File: src/rtl/binoc_channel_ctrl.sv
// Direction controller for one end of a bidirectional BiNoC link.
// Negotiates link ownership with the opposite end through a request/ack pair,
// locks the link for whole packets and bounds owner tenure while the remote
// end is waiting.
module binoc_channel_ctrl #(
    parameter int unsigned INIT_OWNER  = 1,
    parameter int unsigned MAX_PKTS    = 4,
    parameter int unsigned TURN_CYCLES = 1
) (
    input  logic clk,
    input  logic rst,
    input  logic localReq,
    input  logic localTail,
    input  logic dnStrFull,
    output logic localGnt,
    output logic chReqOut,
    input  logic chReqIn,
    output logic chAckOut,
    input  logic chAckIn,
    output logic dirOut,
    output logic pktActive
);

    typedef enum logic [2:0] {
        OWN_IDLE,
        OWN_XFER,
        RELEASE,
        NOT_OWN,
        REQ,
        TURN
    } state_t;

    localparam state_t     RST_STATE = (INIT_OWNER != 0) ? OWN_IDLE : NOT_OWN;
    localparam logic       RST_DIR   = (INIT_OWNER != 0);
    localparam logic [3:0] MAX_CNT   = 4'(MAX_PKTS);
    localparam logic [2:0] TURN_LD   = 3'(TURN_CYCLES);

    state_t     state_q, state_d;
    logic [3:0] pkt_cnt_q, pkt_cnt_d;
    logic [2:0] turn_q, turn_d;
    logic       req_q, ack_q, dir_q;
    logic       req_d, ack_d, dir_d;
    logic       gnt;
    logic       pkt_done;

    // Next-state, grant and packet/turnaround counter logic.
    always_comb begin
        state_d   = state_q;
        pkt_cnt_d = pkt_cnt_q;
        turn_d    = turn_q;
        gnt       = 1'b0;
        pkt_done  = 1'b0;
        case (state_q)
            OWN_IDLE: begin
                if (chReqIn && (!localReq || pkt_cnt_q >= MAX_CNT)) begin
                    state_d = RELEASE;
                end else begin
                    gnt = localReq & ~dnStrFull;
                    if (gnt) begin
                        if (localTail) pkt_done = 1'b1;
                        else           state_d  = OWN_XFER;
                    end
                end
            end
            OWN_XFER: begin
                gnt = localReq & ~dnStrFull;
                if (gnt && localTail) begin
                    pkt_done = 1'b1;
                    state_d  = OWN_IDLE;
                end
            end
            RELEASE: state_d = NOT_OWN;
            NOT_OWN: begin
                if (localReq) state_d = REQ;
            end
            REQ: begin
                if (chAckIn) begin
                    state_d   = TURN;
                    turn_d    = TURN_LD;
                    pkt_cnt_d = '0;
                end
            end
            TURN: begin
                if (turn_q <= 3'd1) state_d = OWN_IDLE;
                turn_d = (turn_q != 3'd0) ? turn_q - 3'd1 : '0;
            end
            default: state_d = RST_STATE;
        endcase
        if (pkt_done && pkt_cnt_q < MAX_CNT) pkt_cnt_d = pkt_cnt_q + 4'd1;
    end

    // Link-facing outputs are decoded from the next state so they are flops.
    always_comb begin
        req_d = (state_d == REQ);
        ack_d = (state_d == RELEASE);
        dir_d = (state_d == OWN_IDLE) || (state_d == OWN_XFER) || (state_d == TURN);
    end

    // State and output registers with synchronous reset.
    always_ff @(posedge clk) begin
        if (rst) begin
            state_q   <= RST_STATE;
            pkt_cnt_q <= '0;
            turn_q    <= '0;
            req_q     <= 1'b0;
            ack_q     <= 1'b0;
            dir_q     <= RST_DIR;
        end else begin
            state_q   <= state_d;
            pkt_cnt_q <= pkt_cnt_d;
            turn_q    <= turn_d;
            req_q     <= req_d;
            ack_q     <= ack_d;
            dir_q     <= dir_d;
        end
    end

    assign localGnt  = gnt & ~rst;
    assign chReqOut  = req_q;
    assign chAckOut  = ack_q;
    assign dirOut    = dir_q;
    assign pktActive = (state_q == OWN_XFER);

endmodule

File: config.mk
export PLATFORM = sky130hd
export DESIGN_NAME = binoc_channel_ctrl
export DESIGN_NICKNAME = d
export VERILOG_FILES = /design/src/rtl/binoc_channel_ctrl.sv
export SDC_FILE = /design/constraint.sdc
export NUM_CORES = 1
export LEC_CHECK = 0
export CORE_MARGIN = 5
export CORE_UTILIZATION = 30
export DETAILED_ROUTE_END_ITERATION = 12
export SYNTH_ARGS = -nofsm -noshare
export SYNTH_HDL_FRONTEND = slang
export SYNTH_SLANG_ARGS = --single-unit
File: constraint.sdc
create_clock -name clk -period 1.5 [get_ports clk]
set_input_delay 0.225 -clock clk [delete_from_list [all_inputs] [get_ports clk]]
set_output_delay 0.225 -clock clk [all_outputs]
set_load 0.005 [all_outputs]
==> results by group, run 1 <==
Final layout
  • Non-Filler Instances: around 130
  • Final net count: 110
  • Sequential standard cell area: 264 um2
  • Share of cells above drive strength 1: a little under 30%
  • Diode count: 0
  • Area grow syn2layout: 37.1%
  • Area occupied by multi-input gates: approximately 400 um2
  • Fillers: between 200 and 250

Setup path
  • Worst-path cell chain: clkdlybuf4s50_1, o21ai_0, o211a_1, buf_2
  • CP startpoint: chReqIn
  • CP required: between 1 and 1.5 ns
  • Crit Path Max Fanout: 2
  • Worst setup SP type: input port
  • CP Data Arrival Time: around 1.2 ns
  • Kind of critical path: in -> out
  • Worst path max stage delay: between 0.4 and 0.5 ns
  • Reg2reg start: state_q[0]$_SDFF_PP0_
  • Slowest-stage cell, CP: clkdlybuf4s50_1
  • Endpoint class of the critical path: output pin

Clocking
  • CTS H-tree lvls: 1
  • Root Buffer: clkbuf_4
  • Postcts setup bufs: 0
  • TritonCTS Buffers: 3
  • Clock buffer depth: 2
  • Clk Latency, worst-skew pair: about 0.27 ns
  • CTS tree: done
  • CTS sink cnt: 13
  • Reg clk slew, reported paths: around 0.09 ns

Synthesis
  • Commonest cells post-synth: dfxtp_1, a21oi_1, inv_1, nand2_1, nor2_1
  • Seq/Total Area, Yosys: approximately 38%
  • Synthesized flop and latch total: 13
  • Post-Synthesis Cells: between 70 and 80
  • Synth Area in XOR/XNOR: 0%
  • Post-synth EDFFs: 0
  • Cell taking the most area after synthesis: dfxtp_1
  • Post-synthesis cell area: roughly 700 um2
  • Simple-gate share of the synthesized area: between 20 and 30%
  • Area share of the largest cell type after synthesis: between 30 and 40%
  • Synthesized Nets: 84
  • Syn Area/Cell: between 9 and 10 um2
  • Synth Warn #: 0
  • Distinct cells, synth: 41
  • Top-count cell post-synth: dfxtp_1
  • Largest family of logic cells by synthesized area: simple AND/OR/NAND/NOR gates
  • Synth Area in Adders: ~5.4%
  • Main synth FF type: dfxtp_1
  • Synth top area cells: dfxtp_1, ha_1, a21oi_1
  • Ys async rst share: 0%
  • Mux cell area share after synthesis: around 2.2%
  • Compound-Gate Fraction of Synth Area: 20.1%

Global routing
  • Total track usage: ~10%
  • Vias in the first global route: 650
  • First-pass GRT wire length: ~2.7 mm
  • Initial antenna violation count: 0
  • Pin count of the biggest net entering global routing: 11
  • Total global routing overflow: 0

Place
  • Final HPWL DP: 1.16 mm
  • Placer Congestion: slightly below 0.8
  • PortBufs: 11
  • Worst slack, placed: -0.445 ns
  • DP Cell Count: 123

Floorplan
  • Rows: 17
  • Starting Density: around 31%
  • Die W: between 50 and 60 um
  • Die H: slightly below 60 um
  • DIE AREA: 3370 um2
  • Core box area: 2210 um2
  • Ports: 12

Power and ir drop
  • Worst vdd ir: approximately 0.00044 V
  • Flop pwr share: 50.8%
  • Cell-internal power: 545 uW
  • Gate power share: between 10% and 20%
  • Power per cell area: 768 nW/um2
  • P_sw: ~180 uW
  • Clock share of power: ~30%
  • Power, Total: between 700 and 800 uW
  • Sw Ratio: 25.1%
  • Leak Pwr: between 0.0004 and 0.0005 uW

Timing
  • Clock skew after layout: ~0.0063 ns
  • Final slew viol count: 0
  • Max-slew headroom: between 70% and 80%
  • Final worst-path setup slack: between 0.08 and 0.09 ns
  • Crit share post-route: a little over nine tenths
  • Max Freq: just over 0.7 GHz
  • RSZ-0062 raised after global routing: true
  • Final Critical Period: 1.41 ns
  • Endpoints failing hold: 0
  • Setup Viol. Count Final: 0
  • Worst-Margin Slew: between 0.3 and 0.4 ns

Routing
  • Drt first pass iters: 4
  • Final wirelength: ~1.5 mm
  • Vias/cell: a little under 5
  • Drt drc: 0
  • WL/cell: between 10 and 15 um
  • DRT iter0 DRCs: 6
  • Final ANT Viol Nets: 0
  • Vias post-DR: around 630

Min path
  • Worst hold path type: reg -> reg
  • Hold Startpoint: pkt_cnt_q[2]$_SDFFE_PP0P_

Run
  • Max-cap check violation count: 0

Run status
  • Outcome: finished, final reports clean
==> worst paths after layout <==
kind,end,slack [ns],cells after the start
max,localGnt,0.09,4
min,pkt_cnt_q[2]$_SDFFE_PP0P_,0.48,2
max reg2reg,pkt_cnt_q[0]$_SDFFE_PP0P_,0.17,6
min reg2reg,pkt_cnt_q[2]$_SDFFE_PP0P_,0.48,2
==> critical path: cells and delay by family <==
kind            cells  cell delay [ns]
compound gates      2             0.36
buf+inv             2             0.60
==> cell usage in the layout, fill, tap and decap left out, types with 2 or more instances in the layout <==
master           netlist  layout
nand2_1                5       5
buf_4                  0      13
nor3_1                 2       2
nor2_1                 5       5
o21ai_0                2       2
dfxtp_2                0       3
clkdlybuf4s50_1        0       7
inv_1                  5       5
dfxtp_1               13      10
dlygate4sd2_1          0       2
ha_1                   3       3
a21oi_1                5       5
clkbuf_4               0       3
==> final cells by class <==
cell class / instances / area share [%]
clock buffers: 4 / 2.77
inverters: 7 / 2.77
multi-input cells: 51 / 41.8
flip-flops and latches: 13 / 27.8
well taps: 28 / 3.69
repair buffers: 24 / 21.1
==> what timing repair did <==
action	in CTS	in global routing
pin swaps	2	2
hold buffers	0	0
hold endpoints to repair	0	0
setup endpoints to repair	2	3
gates resized for setup	8	4
==> cell families (layout without fill, tap and decap cells) <==
group,after synthesis,count (layout)
adders and majority gates,3,3
buffers and inverters,10,35
AOI/OAI and AO/OA,19,19
and+or+nand+nor,28,28
DFF,13,13
muxes,1,1
==> stage by stage <==
stage	utilization, %	hold slack [ns]	setup TNS [ns]	cell area [um2]
floorplan	-	0.379	0	692
detailed placement	41.6	0.469	-1.28	921
global placement	41.6	0.464	-0.966	921
global route	42.9	0.520	-0.000959	948
CTS	42.5	0.482	0	940
finish	42.9	0.481	0	948
==> per-layer routing <==
layer,vias up,GRT usage (%),routed length (um)
met5,-,0,0
met3,2,2.45,44
li1,323,-,-
met2,7,18.2,754
met1,297,12.1,698
met4,0,2.98,12
==> power by group through the flow <==
stage,Clock (uW),Sequential [uW],Combinational (uW)
after floorplan,0,376,67.2
after global placement,0,378,141
after detailed placement,0,377,143
after CTS,223,369,140
after global routing,241,373,154
final,216,370,142
==> flip-flops by register name, indices dropped and copies added (netlist names) <==
| signal | flops |
|---|---|
| chAckOut | 1 |
| chReqOut | 1 |
| dirOut | 1 |
| pkt_cnt_q | 4 |
| state_q | 3 |
| turn_q | 3 |
No activity file was read; power rests on OpenSTA's default activity.
==> inputs of run 2 (changes only) <==
- HOLD_SLACK_MARGIN: unset -> 0.03
- clock period: 1.5 -> 1.6 ns (I/O delays scaled with it)
==> results by group, run 2 (synthesized netlist as in run 1, its figures left out) <==
Routing
  • Final ANT Viol Nets: 0
  • Vias post-DR: between 500 and 600
  • Vias/cell: 4.81
  • Drt drc: 0
  • Drt first pass iters: 4
  • WL/cell: ~12 um
  • DRT iter0 DRCs: 17
  • Final wirelength: 1.49 mm

Final layout
  • Final net count: between 100 and 150
  • Largest register FFs: 4
  • Commonest non-fill, non-tap cell in the layout: dfxtp_1
  • Share of cells above drive strength 1: between 20% and 30%
  • Util after Layout: about two fifths
  • Design area: 925 um2
  • Most frequent cells in the layout: dfxtp_1, buf_4, clkdlybuf4s50_1
  • Largest regs: pkt_cnt_q x4, state_q x3, turn_q x3
  • Top reg by flops: pkt_cnt_q
  • Diode count: 0
  • Area grow syn2layout: 33.6%
  • Non-Filler Instances: around 120

Setup path
  • Worst setup SP type: flop
  • Worst path max stage delay: approximately 0.34 ns
  • Worst path buffer plus inverter count: 1
  • Worst-path cell chain: nor4b_4, o211a_1, clkdlybuf4s15_1
  • Slowest-stage cell, CP: dfxtp_2
  • Kind of critical path: reg -> out
  • CP top delay family: flip-flops
  • CP required: 1.36 ns
  • Crit Path Max Fanout: 2
  • Endpoint class of the critical path: output pin
  • CP Data Arrival Time: ~1.3 ns
  • R2r setup slk: ~0.16 ns

Floorplan
  • Starting Density: a little under a third
  • Rows: 17
  • Ports: 12
  • Die W: between 50 and 60 um
  • DIE AREA: about 3400 um2
  • Die H: around 58 um
  • Core box area: approximately 2200 um2

Place
  • PortBufs: 11
  • Final HPWL DP: between 1 and 1.5 mm
  • Post-DP Area: 891 um2
  • Placer Congestion: 0.779
  • DP Cell Count: around 120

Clocking
  • Clock buffer depth: 2
  • CTS hold repair buffers: 0
  • CTS sink cnt: 13
  • Reg clk slew, reported paths: ~0.090 ns
  • CTS H-tree lvls: 1
  • Root Buffer: clkbuf_4
  • TritonCTS Buffers: 3
  • Clk Latency, worst-skew pair: 0.27 ns
  • CTS tree: done

Timing
  • Setup Viol. Count Final: 0
  • Crit share post-route: 93.8%
  • Final Critical Period: 1.50 ns
  • Max Freq: roughly 0.67 GHz
  • Worst-Margin Slew: 0.312 ns
  • Final slew viol count: 0
  • Clock skew after layout: approximately 0.01 ns
  • Max-slew headroom: between 70% and 80%
  • Endpoints failing hold: 0
  • RSZ-0062 raised after global routing: false

Power and ir drop
  • Power, Total: 673 uW
  • Worst vdd ir: about 0.00039 V
  • Leak Pwr: 0.000403 uW
  • Power per cell area: 728 nW/um2

Run
  • Max-cap check violation count: 0

Global routing
  • Pin count of the biggest net entering global routing: 11
  • Vias in the first global route: between 600 and 700
  • Total track usage: between 10% and 20%
  • Initial antenna violation count: 0
  • First-pass GRT wire length: ~2.6 mm
  • Total global routing overflow: 0

Run status
  • Outcome: finished, final reports clean

Min path
  • Worst hold path type: reg -> reg
-- run 2: repair_timing --
action                     in CTS  in global routing
resized for setup               5                  3
cloned                          0                  0
setup endpoints to repair       2                  1
pin swaps                       2                  2
setup buffers                   1                  0
-- run 2: power breakdown --
part | total (uW) | switching, uW | internal, uW
logic | 125 | 51.3 | 73.6
registers | 346 | 10.2 | 336
clock network | 202 | 109 | 92.5
total | 673 | 171 | 502
-- run 2: metrics by stage --
step	setup TNS [ns]	setup slack (ns)	hold slack (ns)
after CTS	0	0.0383	0.502
after floorplan	0	0.322	0.394
after global placement	-0.519	-0.321	0.457
after global routing	0	0.0113	0.535
after detailed placement	-0.782	-0.357	0.487
final	0	0.0988	0.508
-- run 2: final cells by class --
class / instances / area (um2)
Clock buffer: 3 / 22.5
Sequential cell: 13 / 263
Tap cell: 28 / 35.0
Timing Repair Buffer: 21 / 181
Multi-Input combinational cell: 51 / 392
Inverter: 7 / 26.3
Clock inverter: 1 / 5.00
Fill cell: 239 / 1290
-- run 2: final timing paths --
kind                              from                        end  cells past startpoint
max              state_q[1]$_SDFF_PP0_                   localGnt                      3
min          pkt_cnt_q[3]$_SDFFE_PP0P_  pkt_cnt_q[3]$_SDFFE_PP0P_                      1
min reg2reg  pkt_cnt_q[3]$_SDFFE_PP0P_  pkt_cnt_q[3]$_SDFFE_PP0P_                      1
max reg2reg      state_q[0]$_SDFF_PP0_      state_q[0]$_SDFF_PP0_                      4
-- run 2: metal layers --
layer | part of all wire, % | track usage (%) | wire length [um] | vias up
met5 | 0 | 0 | 0 | -
met4 | 0.87 | 4.97 | 13 | 0
met3 | 3.7 | 2.90 | 55 | 2
met2 | 47 | 16.1 | 695 | 7
met1 | 49 | 12.4 | 725 | 272
li1 | - | - | - | 315
==> inputs of run 3 (changes only) <==
- ABC_AREA: unset -> 1
- PLACE_DENSITY: unset -> 0.47
- clock period: 1.6 -> 1.7 ns (I/O delays scaled with it)
==> results by group, run 3 <==
Clocking
  • TritonCTS Buffers: 3
  • CTS tree: done
  • Clock buffer depth: 2
  • Clk Latency, worst-skew pair: between 0.2 and 0.3 ns
  • CTS hold repair buffers: 0
  • CTS H-tree lvls: 1
  • Root Buffer: clkbuf_4
  • CTS sink cnt: 13
  • Reg clk slew, reported paths: ~0.080 ns

Run
  • Max-cap check violation count: 0

Timing
  • RSZ-0062 raised after global routing: false
  • Endpoints failing hold: 0
  • Final Critical Period: roughly 1.5 ns
  • Max Freq: 0.661 GHz
  • Crit share post-route: approximately nine tenths
  • Final slew viol count: 0
  • Worst-Margin Slew: between 0.2 and 0.3 ns
  • Clock skew after layout: 0.000786 ns
  • Setup Viol. Count Final: 0
  • Final setup TNS: 0 ns
  • Max-slew headroom: between 80% and 90%

Floorplan
  • Die H: 59.5 um
  • DIE AREA: between 3000 and 4000 um2
  • Starting Density: around 31%
  • Core box area: 2410 um2
  • Ports: 12
  • Die W: between 50 and 60 um
  • Rows: 18

Setup path
  • Crit-path most repeated cell: nand2_4
  • Worst-path cell chain: inv_2, nand2_4, nor2_4, nand2_2, nand2_4, nand2_1, nor2_1, clkbuf_2
  • Reg2reg start: state_q[2]$_SDFF_PP0_
  • Kind of critical path: reg -> out
  • CP top delay family: simple AND/OR/NAND/NOR gates
  • Endpoint class of the critical path: output pin
  • Crit Path Max Fanout: 4
  • Crit Reg-Reg Endpoint: chReqOut$_SDFF_PP0_
  • Worst setup SP type: flop
  • Worst path buffer plus inverter count: 2
  • CP Data Arrival Time: ~1.3 ns
  • CP required: between 1 and 1.5 ns
  • R2R cell count: 8
  • R2r setup slk: roughly 0.44 ns
  • Slowest-stage cell, CP: dfxtp_1
  • Worst path max stage delay: 0.32 ns

Routing
  • Vias/cell: between 4 and 5
  • DRT iter0 DRCs: 13
  • Drt first pass iters: 4
  • Drt drc: 0
  • Final ANT Viol Nets: 0
  • Final wirelength: between 1.5 and 2 mm
  • Vias post-DR: 663
  • WL/cell: approximately 11 um

Final layout
  • Largest regs: pkt_cnt_q x4, state_q x3, turn_q x3
  • Area grow syn2layout: 36.1%
  • Design area: around 1000 um2
  • Fillers: around 270
  • Share of cells above drive strength 1: about a third
  • Most frequent cells in the layout: nand2_1, dfxtp_1, buf_4
  • Commonest non-fill, non-tap cell in the layout: nand2_1
  • Largest register FFs: 4
  • Top reg by flops: pkt_cnt_q
  • Non-Filler Instances: between 100 and 150
  • Util after Layout: 41.5%
  • Diode count: 0
  • Final net count: between 100 and 150

Synthesis
  • Ys async rst share: 0%
  • Syn Area/Cell: 7.83 um2
  • Synthesized flop and latch total: 13
  • Synth Warn #: 0
  • Seq/Total Area, Yosys: between 30% and 40%
  • Post-Synthesis Cells: 94
  • Post-synthesis cell area: roughly 740 um2
  • Main synth FF type: dfxtp_1
  • Top-count cell post-synth: nand2_1
  • Synth top area cells: dfxtp_1, nand2_1, nand2_4
  • Cell taking the most area after synthesis: dfxtp_1
  • Commonest cells post-synth: nand2_1, dfxtp_1, inv_1, nor2_1
  • Distinct cells, synth: 22
  • Synthesized Nets: 104
  • Area share of the largest cell type after synthesis: between 30 and 40%
  • Post-synth EDFFs: 0

Place
  • PortBufs: 11
  • Final HPWL DP: around 1.3 mm
  • Post-DP Area: around 950 um2
  • Placer Congestion: approximately 0.80
  • DP Cell Count: roughly 140

Global routing
  • Initial antenna violation count: 0
  • Pin count of the biggest net entering global routing: 12
  • Vias in the first global route: between 600 and 700
  • First-pass GRT wire length: 2.69 mm
  • Total global routing overflow: 0
  • Total track usage: approximately 10%

Power and ir drop
  • Worst vdd ir: roughly 0.00037 V
  • Power per cell area: between 900 and 1000 nW/um2
  • Leak Pwr: ~0.00047 uW

Run status
  • Outcome: finished, final reports clean

Min path
  • Hold Path Sink: pkt_cnt_q[0]$_SDFFE_PP0P_
  • Hold Startpoint: pkt_cnt_q[0]$_SDFFE_PP0P_
  • Hold depth: 1
  • Worst hold path type: reg -> reg
==> run 3: cell count changes after synthesis, sizes merged, moves of 2 or more <==
cell	change
nand2	+20
nand3	+6
inv	+7
buf	-2
nor3	+2
a211oi	-2
nor2	+6
nor4b	-2
a21oi	+3
==> run 3: power breakdown <==
group / switching (uW) / internal, uW / total [uW]
Clock: 97.4 / 90.7 / 188
Combinational: 196 / 177 / 372
Sequential: 13.9 / 334 / 348
Total: 307 / 602 / 909
==> run 3: routing by layer <==
metal / share of wire [%] / wire [um] / track usage, % / up-vias
li1: - / - / - / 351
met1: 44 / 709 / 11.8 / 297
met2: 48 / 765 / 16.4 / 13
met3: 6.7 / 107 / 3.49 / 2
met4: 1.2 / 19 / 4.75 / 0
met5: 0 / 0 / 0 / -
==> run 3: logic make-up (layout without fill, tap and decap cells) <==
| logic type | count (synthesis) | after routing | synth area share (%) |
|---|---|---|---|
| adders and majority gates | 3 | 3 | 5.10 |
| DFF | 13 | 13 | 35.4 |
| buffers and inverters | 14 | 39 | 7.14 |
| and+or+nand+nor | 50 | 50 | 40.8 |
| AOI/OAI and AO/OA | 14 | 14 | 11.6 |
==> run 3: worst max-delay path by stage <==
stage	start	endpoint	slack [ns]	depth (start not counted)
after floorplan	state_q[0]$_SDFF_PP0_	localGnt	0.55	7
after global placement	localReq	localGnt	-0.18	8
after detailed placement	localReq	localGnt	-0.20	8
after CTS	state_q[0]$_SDFF_PP0_	pktActive	0.02	4
after global routing	state_q[1]$_SDFF_PP0_	localGnt	0.02	8
final	state_q[1]$_SDFF_PP0_	localGnt	0.19	8
==> run 3: final cells by class <==
class / count / area, um2 / area share (%)
inverter: 13 / 48.8 / 4.87
multi-input combinational: 67 / 435 / 43.5
timing repair buffer: 22 / 190 / 19.0
tap: 30 / 37.5 / 3.75
clock buffer: 4 / 26.3 / 2.63
sequential: 13 / 263 / 26.3
==> run 3: through the flow <==
stage | power [uW] | hold WS (ns) | setup slack [ns]
detailed placement | 712 | 0.462 | -0.196
CTS | 915 | 0.475 | 0.0203
global route | 983 | 0.518 | 0.0155
floorplan | 562 | 0.325 | 0.547
global placement | 711 | 0.465 | -0.179
finish | 909 | 0.476 | 0.188
==> run 3: worst register-to-register path: stages, from the launching register on <==
cell and delay, ns:
dfxtp_1 0.41, inv_2 0.08, buf_4 0.15, nand2_1 0.06, o21bai_2 0.12, nand2_1 0.08, nor2_2 0.12, nand2_1 0.07
nor3_2 0.10
==> run 3: repair_timing <==
| item | in CTS | in global routing |
|---|---|---|
| endpoints found under the hold margin | 0 | 0 |
| resized for setup | 4 | 4 |
| buffers inserted | 1 | 0 |
| setup endpoints to repair | 2 | 2 |
